### config.mk
export PLATFORM = sky130hd
export DESIGN_NAME = instr_encoder
export DESIGN_NICKNAME = d
export VERILOG_FILES = /design/src/rtl/mips_pkg.sv /design/src/rtl/instr_field_pack.sv /design/src/rtl/instr_encoder.sv
export SDC_FILE = /design/constraint.sdc
export NUM_CORES = 1
export LEC_CHECK = 0
export ABC_AREA = 1
export BUFFER_PORTS_ARGS = -buffer_cell sky130_fd_sc_hd__buf_2
export CAP_MARGIN = 10
export CORE_MARGIN = 4
export CORE_UTILIZATION = 50
export CTS_CLUSTER_DIAMETER = 40
export CTS_CLUSTER_SIZE = 30
export DETAILED_ROUTE_END_ITERATION = 6
export GPL_TIMING_DRIVEN = 1
export HOLD_SLACK_MARGIN = 0.15
export PLACE_DENSITY_LB_ADDON = 0.2
export SLEW_MARGIN = 20
export SYNTH_ARGS = -nofsm -noshare
export SYNTH_HDL_FRONTEND = slang
export SYNTH_SLANG_ARGS = --single-unit
### constraint.sdc
create_clock -name clk -period 3.45 [get_ports clk]
set_clock_uncertainty 0.15 [all_clocks]
set_input_delay 0.69 -clock clk [delete_from_list [all_inputs] [get_ports clk]]
set_output_delay 0.69 -clock clk [all_outputs]
set_load 0.02 [all_outputs]
### src/rtl/mips_pkg.sv
// Shared MIPS encoding constants, mnemonic/state enums and field-packing helpers.
package mips_pkg;

  localparam int unsigned REG_W   = 5;
  localparam int unsigned IMM_W   = 16;
  localparam int unsigned TGT_W   = 26;
  localparam int unsigned OP_W    = 6;
  localparam int unsigned FUNCT_W = 6;
  localparam int unsigned MNEM_W  = 4;
  localparam int unsigned WORD_W  = 32;

  typedef enum logic [MNEM_W-1:0] {
    MN_ADD  = 4'd0,
    MN_SUB  = 4'd1,
    MN_AND  = 4'd2,
    MN_OR   = 4'd3,
    MN_SLT  = 4'd4,
    MN_ADDI = 4'd5,
    MN_ANDI = 4'd6,
    MN_ORI  = 4'd7,
    MN_SLTI = 4'd8,
    MN_LW   = 4'd9,
    MN_SW   = 4'd10,
    MN_BEQ  = 4'd11,
    MN_BNE  = 4'd12,
    MN_J    = 4'd13
  } mnem_e;

  typedef enum logic [1:0] {
    ST_IDLE,
    ST_RUN,
    ST_FULL
  } enc_state_e;

  // Primary opcodes
  localparam logic [OP_W-1:0] OP_RTYPE = 6'h00;
  localparam logic [OP_W-1:0] OP_J     = 6'h02;
  localparam logic [OP_W-1:0] OP_BEQ   = 6'h04;
  localparam logic [OP_W-1:0] OP_BNE   = 6'h05;
  localparam logic [OP_W-1:0] OP_ADDI  = 6'h08;
  localparam logic [OP_W-1:0] OP_SLTI  = 6'h0A;
  localparam logic [OP_W-1:0] OP_ANDI  = 6'h0C;
  localparam logic [OP_W-1:0] OP_ORI   = 6'h0D;
  localparam logic [OP_W-1:0] OP_LW    = 6'h23;
  localparam logic [OP_W-1:0] OP_SW    = 6'h2B;

  // R-type function codes
  localparam logic [FUNCT_W-1:0] FN_ADD = 6'h20;
  localparam logic [FUNCT_W-1:0] FN_SUB = 6'h22;
  localparam logic [FUNCT_W-1:0] FN_AND = 6'h24;
  localparam logic [FUNCT_W-1:0] FN_OR  = 6'h25;
  localparam logic [FUNCT_W-1:0] FN_SLT = 6'h2A;

  function automatic logic [WORD_W-1:0] pack_r(input logic [REG_W-1:0]   rs,
                                               input logic [REG_W-1:0]   rt,
                                               input logic [REG_W-1:0]   rd,
                                               input logic [FUNCT_W-1:0] funct);
    return {OP_RTYPE, rs, rt, rd, 5'h00, funct};
  endfunction

  function automatic logic [WORD_W-1:0] pack_i(input logic [OP_W-1:0]  op,
                                               input logic [REG_W-1:0] rs,
                                               input logic [REG_W-1:0] rt,
                                               input logic [IMM_W-1:0] imm);
    return {op, rs, rt, imm};
  endfunction

  function automatic logic [WORD_W-1:0] pack_j(input logic [TGT_W-1:0] target);
    return {OP_J, target};
  endfunction

endpackage

### src/rtl/instr_field_pack.sv
// Combinational mnemonic + field packer: produces the 32-bit word and a legal flag.
module instr_field_pack
  import mips_pkg::*;
(
  input  logic [MNEM_W-1:0] mnem,
  input  logic [REG_W-1:0]  rs,
  input  logic [REG_W-1:0]  rt,
  input  logic [REG_W-1:0]  rd,
  input  logic [IMM_W-1:0]  imm,
  input  logic [TGT_W-1:0]  target,
  output logic              legal,
  output logic [WORD_W-1:0] word
);

  // Select the encoding format by mnemonic; codes 14-15 are flagged illegal.
  always_comb begin
    legal = 1'b1;
    word  = '0;
    case (mnem_e'(mnem))
      MN_ADD:  word = pack_r(rs, rt, rd, FN_ADD);
      MN_SUB:  word = pack_r(rs, rt, rd, FN_SUB);
      MN_AND:  word = pack_r(rs, rt, rd, FN_AND);
      MN_OR:   word = pack_r(rs, rt, rd, FN_OR);
      MN_SLT:  word = pack_r(rs, rt, rd, FN_SLT);
      MN_ADDI: word = pack_i(OP_ADDI, rs, rt, imm);
      MN_ANDI: word = pack_i(OP_ANDI, rs, rt, imm);
      MN_ORI:  word = pack_i(OP_ORI,  rs, rt, imm);
      MN_SLTI: word = pack_i(OP_SLTI, rs, rt, imm);
      MN_LW:   word = pack_i(OP_LW,   rs, rt, imm);
      MN_SW:   word = pack_i(OP_SW,   rs, rt, imm);
      MN_BEQ:  word = pack_i(OP_BEQ,  rs, rt, imm);
      MN_BNE:  word = pack_i(OP_BNE,  rs, rt, imm);
      MN_J:    word = pack_j(target);
      default: legal = 1'b0;
    endcase
  end

endmodule

### src/rtl/instr_encoder.sv
// Instruction encoder: accepts descriptors, packs them into MIPS words and
// writes them sequentially into an instruction memory until it is full.
module instr_encoder
  import mips_pkg::*;
#(
  parameter int unsigned ADDR_W = 8
) (
  input  logic              clk,
  input  logic              rst_n,
  input  logic              start,
  input  logic              stop,
  input  logic              in_valid,
  output logic              in_ready,
  input  logic [3:0]        in_mnem,
  input  logic [4:0]        in_rs,
  input  logic [4:0]        in_rt,
  input  logic [4:0]        in_rd,
  input  logic [15:0]       in_imm,
  input  logic [25:0]       in_target,
  output logic              imem_we,
  output logic [ADDR_W-1:0] imem_addr,
  output logic [31:0]       imem_wdata,
  output logic [ADDR_W:0]   count,
  output logic              full,
  output logic              err
);

  localparam logic [ADDR_W:0] DEPTH = {1'b1, {ADDR_W{1'b0}}};

  enc_state_e        state;
  logic [ADDR_W-1:0] ptr;
  logic [ADDR_W:0]   cnt;
  logic [ADDR_W:0]   cnt_inc;
  logic              err_q;
  logic              we_q;
  logic [ADDR_W-1:0] addr_q;
  logic [31:0]       wdata_q;
  logic              legal;
  logic [31:0]       word;
  logic              xfer;
  logic              wr;

  instr_field_pack u_pack (
    .mnem   (in_mnem),
    .rs     (in_rs),
    .rt     (in_rt),
    .rd     (in_rd),
    .imm    (in_imm),
    .target (in_target),
    .legal  (legal),
    .word   (word)
  );

  // Handshake and next-count computation.
  always_comb begin
    in_ready = (state == ST_RUN) && (cnt != DEPTH) && !start;
    xfer     = in_valid && in_ready;
    wr       = xfer && legal;
    cnt_inc  = cnt + {{ADDR_W{1'b0}}, wr};
  end

  // FSM, pointer, count, sticky error and registered write port.
  always_ff @(posedge clk or negedge rst_n) begin
    if (!rst_n) begin
      state   <= ST_IDLE;
      ptr     <= '0;
      cnt     <= '0;
      err_q   <= 1'b0;
      we_q    <= 1'b0;
      addr_q  <= '0;
      wdata_q <= '0;
    end else if (start) begin
      state <= ST_RUN;
      ptr   <= '0;
      cnt   <= '0;
      err_q <= 1'b0;
      we_q  <= 1'b0;
    end else begin
      we_q <= wr;
      if (wr) begin
        addr_q  <= ptr;
        wdata_q <= word;
        ptr     <= ptr + ADDR_W'(1);
        cnt     <= cnt_inc;
      end
      if (xfer && !legal) err_q <= 1'b1;
      if (state == ST_RUN) begin
        if (stop)                  state <= ST_IDLE;
        else if (cnt_inc == DEPTH) state <= ST_FULL;
      end
    end
  end

  // The write registered on the transfer edge is suppressed combinationally
  // when start arrives in its issue cycle, so a restart cancels it.
  always_comb begin
    imem_we    = we_q && !start;
    imem_addr  = addr_q;
    imem_wdata = wdata_q;
    count      = cnt;
    full       = (state == ST_FULL);
    err        = err_q;
  end

endmodule

# Word level (Yosys, flattened, before mapping)
# Cells that the tools add are included.
# word_totals
inputBits	66
elab_cells	56
reg_bits	61
# classes
muxes	13
n_bitwise	1
add_sub_neg	2
n_eq_ne	17
reduce_logical	16
# ops
operator	count
$pmux W32 S14	1
$eq A4 B4 Y1 const B	6
$mux W9	2
$eq A4 B3 Y1 const B	4
$mux W8	2
$reduce_or A14 Y1	1
$add A9 B1 Y9	1
$eq A9 B9 Y1 const B	1
$ne A9 B9 Y1 const B	1
$add A8 B1 Y8 const B	1
$eq A4 B2 Y1 const B	2
$mux W2	4
$logic_and A1 B1 Y1	6
$reduce_bool A2 Y1	3
$eq A4 B1 Y1 const B	1
$logic_not A4 Y1	1
$mux W1	4
$reduce_and A2 Y1	2
$reduce_bool A3 Y1	1
$eq A2 B1 Y1 const B	1
$eq A2 B2 Y1 const B	1
$logic_not A1 Y1	2
$not A1 Y1	1

# Depth between registers and ports, before layout
# Gate-level depths: netlist (run 1).
# depth
depth_word	11
ltp_mapped	18

# By module
# Synthesis (run 1) repeated with hierarchy kept, for this count alone.
# hier_totals
cells_unflattened	527
area_unflattened_um2	3676.0
# by_module_without_submodules
module	area_each_um2	cells_per_inst	instances	seq_area_each_um2
instr_encoder	2807.7	333	1	1526.5
instr_field_pack	868.3	194	1	0.0

# Least setup slack after synthesis (run 1)
# No wires, ideal clock.
# synth_path
path_kind	input to register
from	input start
to	register state[0]
arrival_ps	2702
cell_stages	18
setup_slack_ps	468
required_ps	3170
path_cell_list	buf_2 > inv_1 > nand3_1 > nor2_4 > nand3_2 > inv_2 > buf_4 > ha_1 > ha_1 > nand2_1 > nor2_1 > nand2_1 > nand2_1 > nand3_1 > nor2_1 > nand2_1 > nand3_1 > nand2_1
# synth_between
elab_chain_len	8
# synth_rtl
item	line_no	text
from (decl)	instr_encoder.sv:10	input logic start,
$logic_not A1 Y1	instr_encoder.sv:56	in_ready = (state == ST_RUN) && (cnt != DEPTH) && !start;
$logic_and A1 B1 Y1	instr_encoder.sv:56	
named net in_ready	instr_encoder.sv:13	output logic in_ready,
$logic_and A1 B1 Y1	instr_encoder.sv:57	xfer = in_valid && in_ready;
$logic_and A1 B1 Y1	instr_encoder.sv:58	wr = xfer && legal;
$add A9 B1 Y9	instr_encoder.sv:59	cnt_inc = cnt + {{ADDR_W{1'b0}}, wr};
$eq A9 B9 Y1	instr_encoder.sv:89	else if (cnt_inc == DEPTH) state <= ST_FULL;
$reduce_bool A3 Y1 (no source line)	-	
$reduce_and A2 Y1 (no source line)	-	
to (signal assigned)	instr_encoder.sv:65	state <= ST_IDLE;
to (signal assigned)	instr_encoder.sv:88	if (stop) state <= ST_IDLE;
to (signal assigned)	instr_encoder.sv:89	
to (decl)	instr_encoder.sv:30	enc_state_e state;
# The timed path passes the listed nets, and every way through them passes these cells.
# A chain may end at the register's enable or synchronous reset.

# Final worst setup path (run 1)
# layout_path
from	register cnt[3], in the netlist count[3]
to	register state[0]
# layout_between
elab_chain_len	9
# layout_rtl
item	line_no	text
from (decl)	instr_encoder.sv:32	logic [ADDR_W:0] cnt;
from (signal assigned)	instr_encoder.sv:84	cnt <= cnt_inc;
$ne A9 B9 Y1	instr_encoder.sv:56	
$logic_and A1 B1 Y1 (2 in series)	instr_encoder.sv:56	
$logic_and A1 B1 Y1	instr_encoder.sv:57	
$logic_and A1 B1 Y1	instr_encoder.sv:58	
$add A9 B1 Y9 *	instr_encoder.sv:59	
$eq A9 B9 Y1 *	instr_encoder.sv:89	
$reduce_bool A3 Y1 (no source line) *	-	
$reduce_and A2 Y1 (no source line) *	-	
# Mark *: on every way between the ends. The rest lies on a longest branch, timed or not.

==> out/metrics.yaml, run 1 <==
status: "finished, final reports clean"
wl_per_cell_um: 13.0
cpPeakStageDelay_ns: 0.47
fin_crit_ns: 2.49
root_buffer: "clkbuf_8"
holdPathStages: 2
die_h_um: 89.0
crit-reg2reg-capture: "state[0]"
cts_tree: "yes"
r2r-start: "count[3]"
total_power_w: 0.00184
hold_path_end: "imem_addr[4]"
p_int_w: 0.00123
power_density_nw_per_um2: 455
tightest_slew_ns: 0.968
crit_path_frequent_cell: "nand3_1"
cp_slowest_cell: "dfrtp_1"
die_w_um: 89.0
antennaDiodeCount: 0
min-delay-start: "imem_addr[4]"
netSwitchingFraction_pct: 33.2
rrSetupSlack_ns: 0.96
stdcell_area_um2: 4050
drive_gt1_share_pct: 26.3
grt_overflow: 0
numPortBuffers: 117
numCtsBuffers: 9
worstPathRequired_ns: 3.51
clk_pin_slew_worst_paths_ns: 0.07
combPwrFrac_pct: 22.4
dpl.cell_count: 627
finalSetupViolCount: 0
gp_congestion: 0.889
syn_area_um2: 3280
antenna_found_initial: 0
clock_sinks: 60
maxClockFrequency_mhz: 402
start_util_pct: 51.6
grt_pass1_vias: 3016
timing.hold.ws_ns: 0.325
area_growth_pct: 23.5
syn_area_per_cell_um2: 7.31
pwr-share-clk_pct: 32.5
via_count: 3173
hold_path_class: "reg2reg"
grt_max_degree: 67
grtUsageTotal_pct: 22.6
worst_setup_path_start_kind: "flip-flop"
htree_levels: 3
switchingPower_w: 0.000610
syn_inst: 448
grt-busiest-layer: "met2"
dp_hpwl_um: 5930
gr-usage-met3_pct: 4.61
pin_count: 119
rows: 29
die_area_um2: 7910
routed_via_density: 4.93
hold_violations: 0
drtPass1Iterations: 4
vdd_ir_drop_max_uv: 255
synth-seq-cells: 60
use_met1_pct: 28.8
yosysWarnings: 0
grtUsageMet2_pct: 37.7
drc: 0
crit_chain: "inv_1 -> nand3_1 -> nor3_2 -> nor2_4 -> nand3_2 -> inv_2 -> ha_1 -> ha_1 -> nor2_1 -> nand3_1 -> nor2_1 -> nand3_1 -> nor2_1 -> nand2_1 -> nand3_1 -> nand2_1"
drt_iter0_markers: 99
grt_pass1_wl_um: 13900
syn-num-nets: 517
critPathArrivalTime_ns: 2.55
coreArea_um2: 6350
tns_ns: 0
clockBufferDepth: 2
path_class: "reg2reg"
clock_latency_ns: 0.33
drv_cap: 0
layout.nets: 631
final_antenna_net_count: 0
placed_area_um2: 3850
cts_setup_buffers: 0
final_cell_count_no_fill: 644
ys_types: 29
wl_um: 8370
total_leakage_power_nw: 2.41
power_frac_seq_pct: 45.1
reg2reg_depth: 16
max-slew-margin-rel_pct: 35.3
timing.final.crit_share_pct: 72.1
drv_slew: 0
endpoint_kind: "flip-flop"
ys_seq_area_share_pct: 45.8
cp_max_fo: 8
rsz0062_at_grt: "no"
==> worst max-delay path, delay by kind of cell, from the launching register on <==
kind | cells | cell delay, ns
adder cells (fa/ha/maj) | 2 | 0.49
buffers and inverters | 2 | 0.18
flip-flops | 1 | 0.47
AND/OR/NAND/NOR | 12 | 1.09
==> how the worst max path moves through the flow <==
| stage | from | end | slack (ns) | depth (start not counted) |
|---|---|---|---|---|
| global route | count[2] | state[0] | 0.71 | 16 |
| finish | count[3] | state[0] | 0.96 | 16 |
| global placement | start | state[0] | 0.73 | 17 |
| floorplan | start | state[0] | 0.47 | 18 |
| detailed placement | start | state[0] | 0.65 | 17 |
| CTS | count[3] | state[0] | 0.97 | 16 |
==> synth_stat cells <==
cell      number  area, um^2
clkbuf_1       2        7.51
nand3_1       39         195
nor2_4         2        22.5
a221oi_1       1        8.76
inv_2          2        7.51
ha_1           3        37.5
nand3_2        1        10.0
conb_1         1        3.75
nand2_2        1        6.26
dfrtp_1       60        1500
nor3_2         1        10.0
nand2_1      219         822
nor3_4         1        16.3
buf_6          5        56.3
buf_1          1        3.75
xor2_1         5        43.8
nand4_1        3        18.8
buf_4          8        60.1
nor2_1        25        93.8
a21oi_1        6        30.0
nor2_2         2        12.5
inv_1         31         116
o21ai_0       10        50.1
buf_2          4        20.0
a211oi_1       1        7.51
xnor2_1        1        8.76
a22o_1        10        87.6
nor3_1         2        10.0
o21ai_2        1        8.76
==> kinds of logic after synthesis <==
| group | synth area share [%] |
|---|---|
| flops | 45.8 |
| fa+ha+maj | 1.15 |
| other cells | 0.114 |
| compound gates | 5.88 |
| buf+inv | 8.29 |
| xor+xnor | 1.60 |
| simple gates | 37.2 |
==> through the flow <==
step                utilization, %  worst slack (ns)
floorplan                        -             0.468
global placement              60.6             0.729
detailed placement            60.6             0.653
CTS                           63.7             0.966
global route                  63.7             0.715
finish                        63.7             0.961
==> layer usage <==
| metal | part of all wire (%) | vias up | routed length [um] |
|---|---|---|---|
| li1 | - | 1629 | - |
| met1 | 44 | 1412 | 3680 |
| met2 | 47 | 117 | 3910 |
| met3 | 7.1 | 15 | 597 |
| met4 | 2.1 | 0 | 176 |
| met5 | 0 | - | 0 |
==> placed cells by master (no fill, tap or decap), types with 2 or more instances in the layout <==
cell,instances
nor2_2,2
nor2_4,2
buf_4,5
buf_2,117
a22o_1,10
ha_1,3
dfrtp_1,60
inv_1,31
clkinvlp_4,3
nand4_1,3
nand2_1,219
a21oi_1,6
o21ai_0,10
nand3_1,39
nor3_1,2
nor2_1,25
clkbuf_8,11
xor2_1,5
inv_2,2
==> final cells by class <==
class | instances | area, um^2
multi-input cells | 335 | 1500
well taps | 77 | 96.3
inverters | 33 | 124
repair buffers | 123 | 633
clock buffers | 11 | 151
fillers | 584 | 2300
clock inverters | 5 | 36.3
flip-flops and latches | 60 | 1500
==> state kept, by name, summed over array words and instances (netlist names) <==
register,cells
count,9
err,1
imem_addr,8
imem_wdata,31
ptr,8
state,2
we_q,1
==> power by group through the flow <==
stage / clock network [W] / registers (W) / logic, W
5_1_grt: 0.000640 / 0.000841 / 0.000461
6_report: 0.000597 / 0.000830 / 0.000412
3_5_place_dp: 0 / 0.000840 / 0.000418
4_1_cts: 0.000612 / 0.000830 / 0.000419
3_3_place_gp: 0 / 0.000842 / 0.000409
2_1_floorplan: 0 / 0.000937 / 0.000156
==> what timing repair did <==
item,CTS,global route
resized for setup,0,0
endpoints found under the hold margin,14,0
hold buffers,1,0
No activity file was read; power rests on OpenSTA's default activity.
==> run 2: changes to the inputs <==
- clock period: 3.45 -> 2.4 ns (I/O delays scaled with it)
==> run 2 against run 1 <==
Clock power increased by 38%. Utilization increased by 3.1 points. Hold slack got worse by 0.057 ns. Clock-buffer cell count unchanged. Largest cell class unchanged.
==> out/metrics.yaml, run 2 (synthesis gave the netlist of run 1 again) <==
status: "finished, final reports clean"
endpoint_kind: "flip-flop"
layout_commonest_cell: "nand2_1"
grt_overflow: 0
grtUsageTotal_pct: 22.5
grt_max_degree: 67
clock_sinks: 60
cpPeakStageDelay_ns: 0.41
final_cell_count_no_fill: 661
max-slew-margin-rel_pct: 57.5
drv_cap: 0
worst_setup_path_start_kind: "flip-flop"
die_h_um: 89.0
via_count: 3285
worst-path-buf-inv: 1
layout_common_cells: "nand2_1, buf_2, dfrtp_1"
maxClockFrequency_mhz: 438
rsz0062_at_grt: "yes"
layout.nets: 648
htree_levels: 3
crit-reg2reg-capture: "state[0]"
drtPass1Iterations: 4
coreArea_um2: 6350
tns_ns: 0
pin_count: 119
antenna_found_initial: 0
path_class: "reg2reg"
clock_latency_ns: 0.34
antennaDiodeCount: 0
worstPathRequired_ns: 2.47
drt_iter0_markers: 116
cp.depth: 16
path_delay_family: "simple AND/OR/NAND/NOR gates"
numPortBuffers: 117
fin_crit_ns: 2.28
rows: 29
critPathLaunch: "count[2]"
tightest_slew_ns: 0.637
drv_slew: 0
fillerInstances: 564
cts_tree: "yes"
dpl.cell_count: 642
wl_per_cell_um: 12.6
dp_hpwl_um: 6140
wl_um: 8330
crit_chain: "nor2_2 -> nand3_2 -> nor3_4 -> nor2_4 -> nand3_2 -> inv_2 -> ha_4 -> ha_4 -> nor2_2 -> nand3_1 -> nor2_1 -> nand3_1 -> nor2_1 -> nand2_1 -> nand3_1 -> nand2_1"
cp_max_fo: 3
drive_gt1_share_pct: 31.0
start_util_pct: 51.6
finalSetupViolCount: 0
reg2reg_depth: 16
drc: 0
numCtsBuffers: 9
routed_via_density: 4.97
timing.final.crit_share_pct: 95.2
grt_pass1_wl_um: 14100
final_antenna_net_count: 0
total_leakage_power_nw: 2.50
worstSetupEndpoint: "state[0]"
largest_register_ffs: 31
power_density_nw_per_um2: 619
r2r-start: "count[2]"
rrSetupSlack_ns: 0.12
cp_slowest_cell: "dfrtp_2"
gp_congestion: 0.831
hold_violations: 0
crit_path_frequent_cell: "nand3_1"
die_area_um2: 7910
area_growth_pct: 29.5
critPathArrivalTime_ns: 2.35
die_w_um: 89.0
clk_pin_slew_worst_paths_ns: 0.07
vdd_ir_drop_max_uv: 376
timing.hold.ws_ns: 0.269
root_buffer: "clkbuf_8"
grt_pass1_vias: 3232
hold_path_class: "in2reg"
clockBufferDepth: 2
==> run 2: cell count changes in the layout (fill, tap and decap cells not counted), sizes merged <==
| cell | previous run | this run |
|---|---|---|
| buf | 122 | 139 |
| inv | 33 | 34 |
| clkinv | 2 | 1 |
==> run 2: metrics by stage <==
step                setup WS [ns]  power, W  cell area (um^2)  utilization (%)
finish                      0.116   0.00263              4240             66.8
global route              -0.0534   0.00277              4240             66.8
CTS                        0.0792   0.00265              4210             66.3
detailed placement         0.0462   0.00182              4020             63.4
global placement           0.0794   0.00181              4020             63.4
floorplan                 -0.0597   0.00158              3350                -
==> run 2: cell type report <==
| type | instances | area (um^2) | share of cell area [%] |
|---|---|---|---|
| timing repair buffer | 140 | 773 | 18.2 |
| inverter | 33 | 126 | 2.98 |
| tap | 77 | 96.3 | 2.27 |
| sequential | 60 | 1510 | 35.6 |
| clock buffer | 11 | 141 | 3.33 |
| multi-input combinational | 335 | 1560 | 36.8 |
| clock inverter | 5 | 36.3 | 0.855 |
==> run 2: worst min-delay path by stage <==
stage | cells past startpoint | from | to | slack (ns)
floorplan | 0 | rst_n | count[0] | 0.03
global placement | 1 | rst_n | imem_addr[6] | 0.31
detailed placement | 2 | imem_wdata[8] | imem_wdata[8] | 0.31
CTS | 5 | in_imm[7] | imem_wdata[7] | 0.26
global route | 5 | in_imm[7] | imem_wdata[7] | 0.28
finish | 5 | in_imm[7] | imem_wdata[7] | 0.27
==> run 2: worst min-delay path, cell delays in order <==
cell	delay, ns
buf_2	0.07
nand2_1	0.04
nand2_1	0.05
nand2_1	0.04
nand2_1	0.04
==> run 2: power breakdown <==
| group | leakage, nW | total, W | internal [W] | switching [W] |
|---|---|---|---|---|
| clock network | 0.0820 | 0.000822 | 0.000404 | 0.000417 |
| logic | 1.63 | 0.000608 | 0.000222 | 0.000386 |
| registers | 0.785 | 0.00120 | 0.00113 | 0.0000682 |
==> run 2: what timing repair did <==
item                                   CTS  global route
setup endpoints to repair                0             2
setup buffers                            0             2
hold buffers                             1             0
resized for setup                        0             4
endpoints found under the hold margin   19             0
==> run 2: layer usage <==
metal  share of wire, %  GRT usage, %
met5                  0             0
met4                2.1          8.93
met3                6.3          4.42
met2                 48          38.7
met1                 44          27.8
==> run 3: changes to the inputs <==
- CORE_UTILIZATION: 50 -> 45
- clock period: 2.4 -> 2.1 ns (I/O delays scaled with it)
==> run 3 against run 2 <==
The run now ends with setup timing left. Routed wire length up 7.2%. Sequential share of layout area is 1.5 points lower. Die area grew 10%. Design area is 4.5% higher. Sequential power up 14%. Clock power increased by 34%. Critical path depth down 8. Clock-buffer cell count decreased by 1. Largest power group unchanged. Flip-flop and latch count unchanged. Largest cell class unchanged. First-iteration DRC count rose by 9.5%.
==> out/metrics.yaml, run 3 (synthesis gave the netlist of run 1 again) <==
status: "complete, but fails checks"
violations: "setup timing"
fin_crit_ns: 2.24
rows: 30
cts_tree: "yes"
timing.hold.ws_ns: 0.194
clock_latency_ns: 0.34
worstPathRequired_ns: 1.53
drtPass1Iterations: 4
r2r-start: "count[0]"
die_area_um2: 8710
rsz0062_at_grt: "yes"
grt_overflow: 0
pin_count: 119
coreArea_um2: 6940
final_antenna_net_count: 0
hold_path_class: "in2reg"
antennaDiodeCount: 0
routed_via_density: 4.82
layout_commonest_cell: "nand2_1"
start_util_pct: 47.2
clk_pin_slew_worst_paths_ns: 0.07
cp_slowest_cell: "dfrtp_2"
grt_pass1_wl_um: 14800
timing.final.crit_share_pct: 106
setup_ws_ns: -0.136
drv_cap: 0
min-delay-start: "in_valid"
via_count: 3338
fillerInstances: 635
endpoint_kind: "output pin"
layout.nets: 660
clock_sinks: 60
area_growth_pct: 35.4
cpPeakStageDelay_ns: 0.41
critPathLaunch: "count[0]"
antenna_found_initial: 0
clockBufferDepth: 2
cp_max_fo: 2
grt_pass1_vias: 3176
largest_register_ffs: 31
drv_slew: 0
vdd_ir_drop_max_uv: 367
drive_gt1_share_pct: 34.1
drc: 0
numCtsBuffers: 9
path_class: "reg2out"
numPortBuffers: 117
maxClockFrequency_mhz: 447
gp_congestion: 0.863
wl_um: 8930
worst-path-buf-inv: 4
grt_max_degree: 67
root_buffer: "clkbuf_8"
dp_hpwl_um: 6340
critPathArrivalTime_ns: 1.67
die_w_um: 93.3
htree_levels: 3
multi_input_area_um2: 1580
die_h_um: 93.3
total_leakage_power_nw: 2.58
seqCellArea_um2: 1510
grtUsageTotal_pct: 21.4
worst_setup_path_start_kind: "flip-flop"
power_density_nw_per_um2: 716
drt_iter0_markers: 127
crit_chain: "nor2_2 -> nand2_2 -> nor3_4 -> nor2_4 -> buf_4 -> buf_4 -> buf_6 -> buf_6"
layout_common_cells: "nand2_1, buf_2, dfrtp_1"
total_power_w: 0.00318
finalSetupViolCount: 3
hold_violations: 0
wl_per_cell_um: 12.9
path_delay_family: "buffers and inverters"
==> run 3: per-layer routing <==
metal | wire, um | global-route usage (%) | up-vias
met5 | 0 | 0 | -
met4 | 87 | 7.33 | 0
met3 | 620 | 4.42 | 7
met2 | 4330 | 35.7 | 112
met1 | 3890 | 27.5 | 1533
li1 | - | - | 1686
==> run 3: cell type report <==
class                   instances  area share [%]
multi-input cells             335            35.7
well taps                      96            2.71
clock inverters                 6            1.58
inverters                      33            2.85
repair buffers                152            20.0
clock buffers                  10            3.10
flip-flops and latches         60            34.1
==> run 3: worst paths after layout <==
| path | end | slack (ns) | cells after the start |
|---|---|---|---|
| max | in_ready | -0.14 | 8 |
| max in group asynchronous | count[2] | 0.78 | 3 |
| min | err | 0.19 | 3 |
| max reg2reg | state[0] | -0.10 | 16 |
| min in group asynchronous | imem_addr[6] | 0.42 | 2 |
| min reg2reg | imem_wdata[31] | 0.32 | 2 |
==> run 3: what timing repair did <==
| item | 4_1_cts | 5_1_grt |
|---|---|---|
| resized for setup | 3 | 11 |
| hold endpoints to repair | 18 | 0 |
| pin swaps | 8 | 8 |
| setup endpoints to repair | 9 | 43 |
| hold buffers | 1 | 0 |
| setup buffers | 3 | 2 |
==> run 3: report_power, final <==
group	switching, W	internal [W]
combinational	0.000449	0.000266
clock	0.000506	0.000591
sequential	0.0000770	0.00129
total	0.00103	0.00215
==> run 3: worst min-delay path, stage by stage <==
cell and delay [ns]:
buf_2 0.11, nand3_1 0.07, nand2_1 0.05
==> run 3: per-stage QoR <==
step                cells  TNS, ns  utilization, %  setup WS (ns)  cell area [um^2]
floorplan             448    -1.08               -         -0.324              3360
global placement      670   -0.764            59.5         -0.145              4140
detailed placement    670   -0.937            59.5         -0.165              4140
CTS                   690   -0.709            63.2         -0.148              4390
global route          692    -1.04            63.9         -0.289              4440
finish                692   -0.316            63.9         -0.136              4440
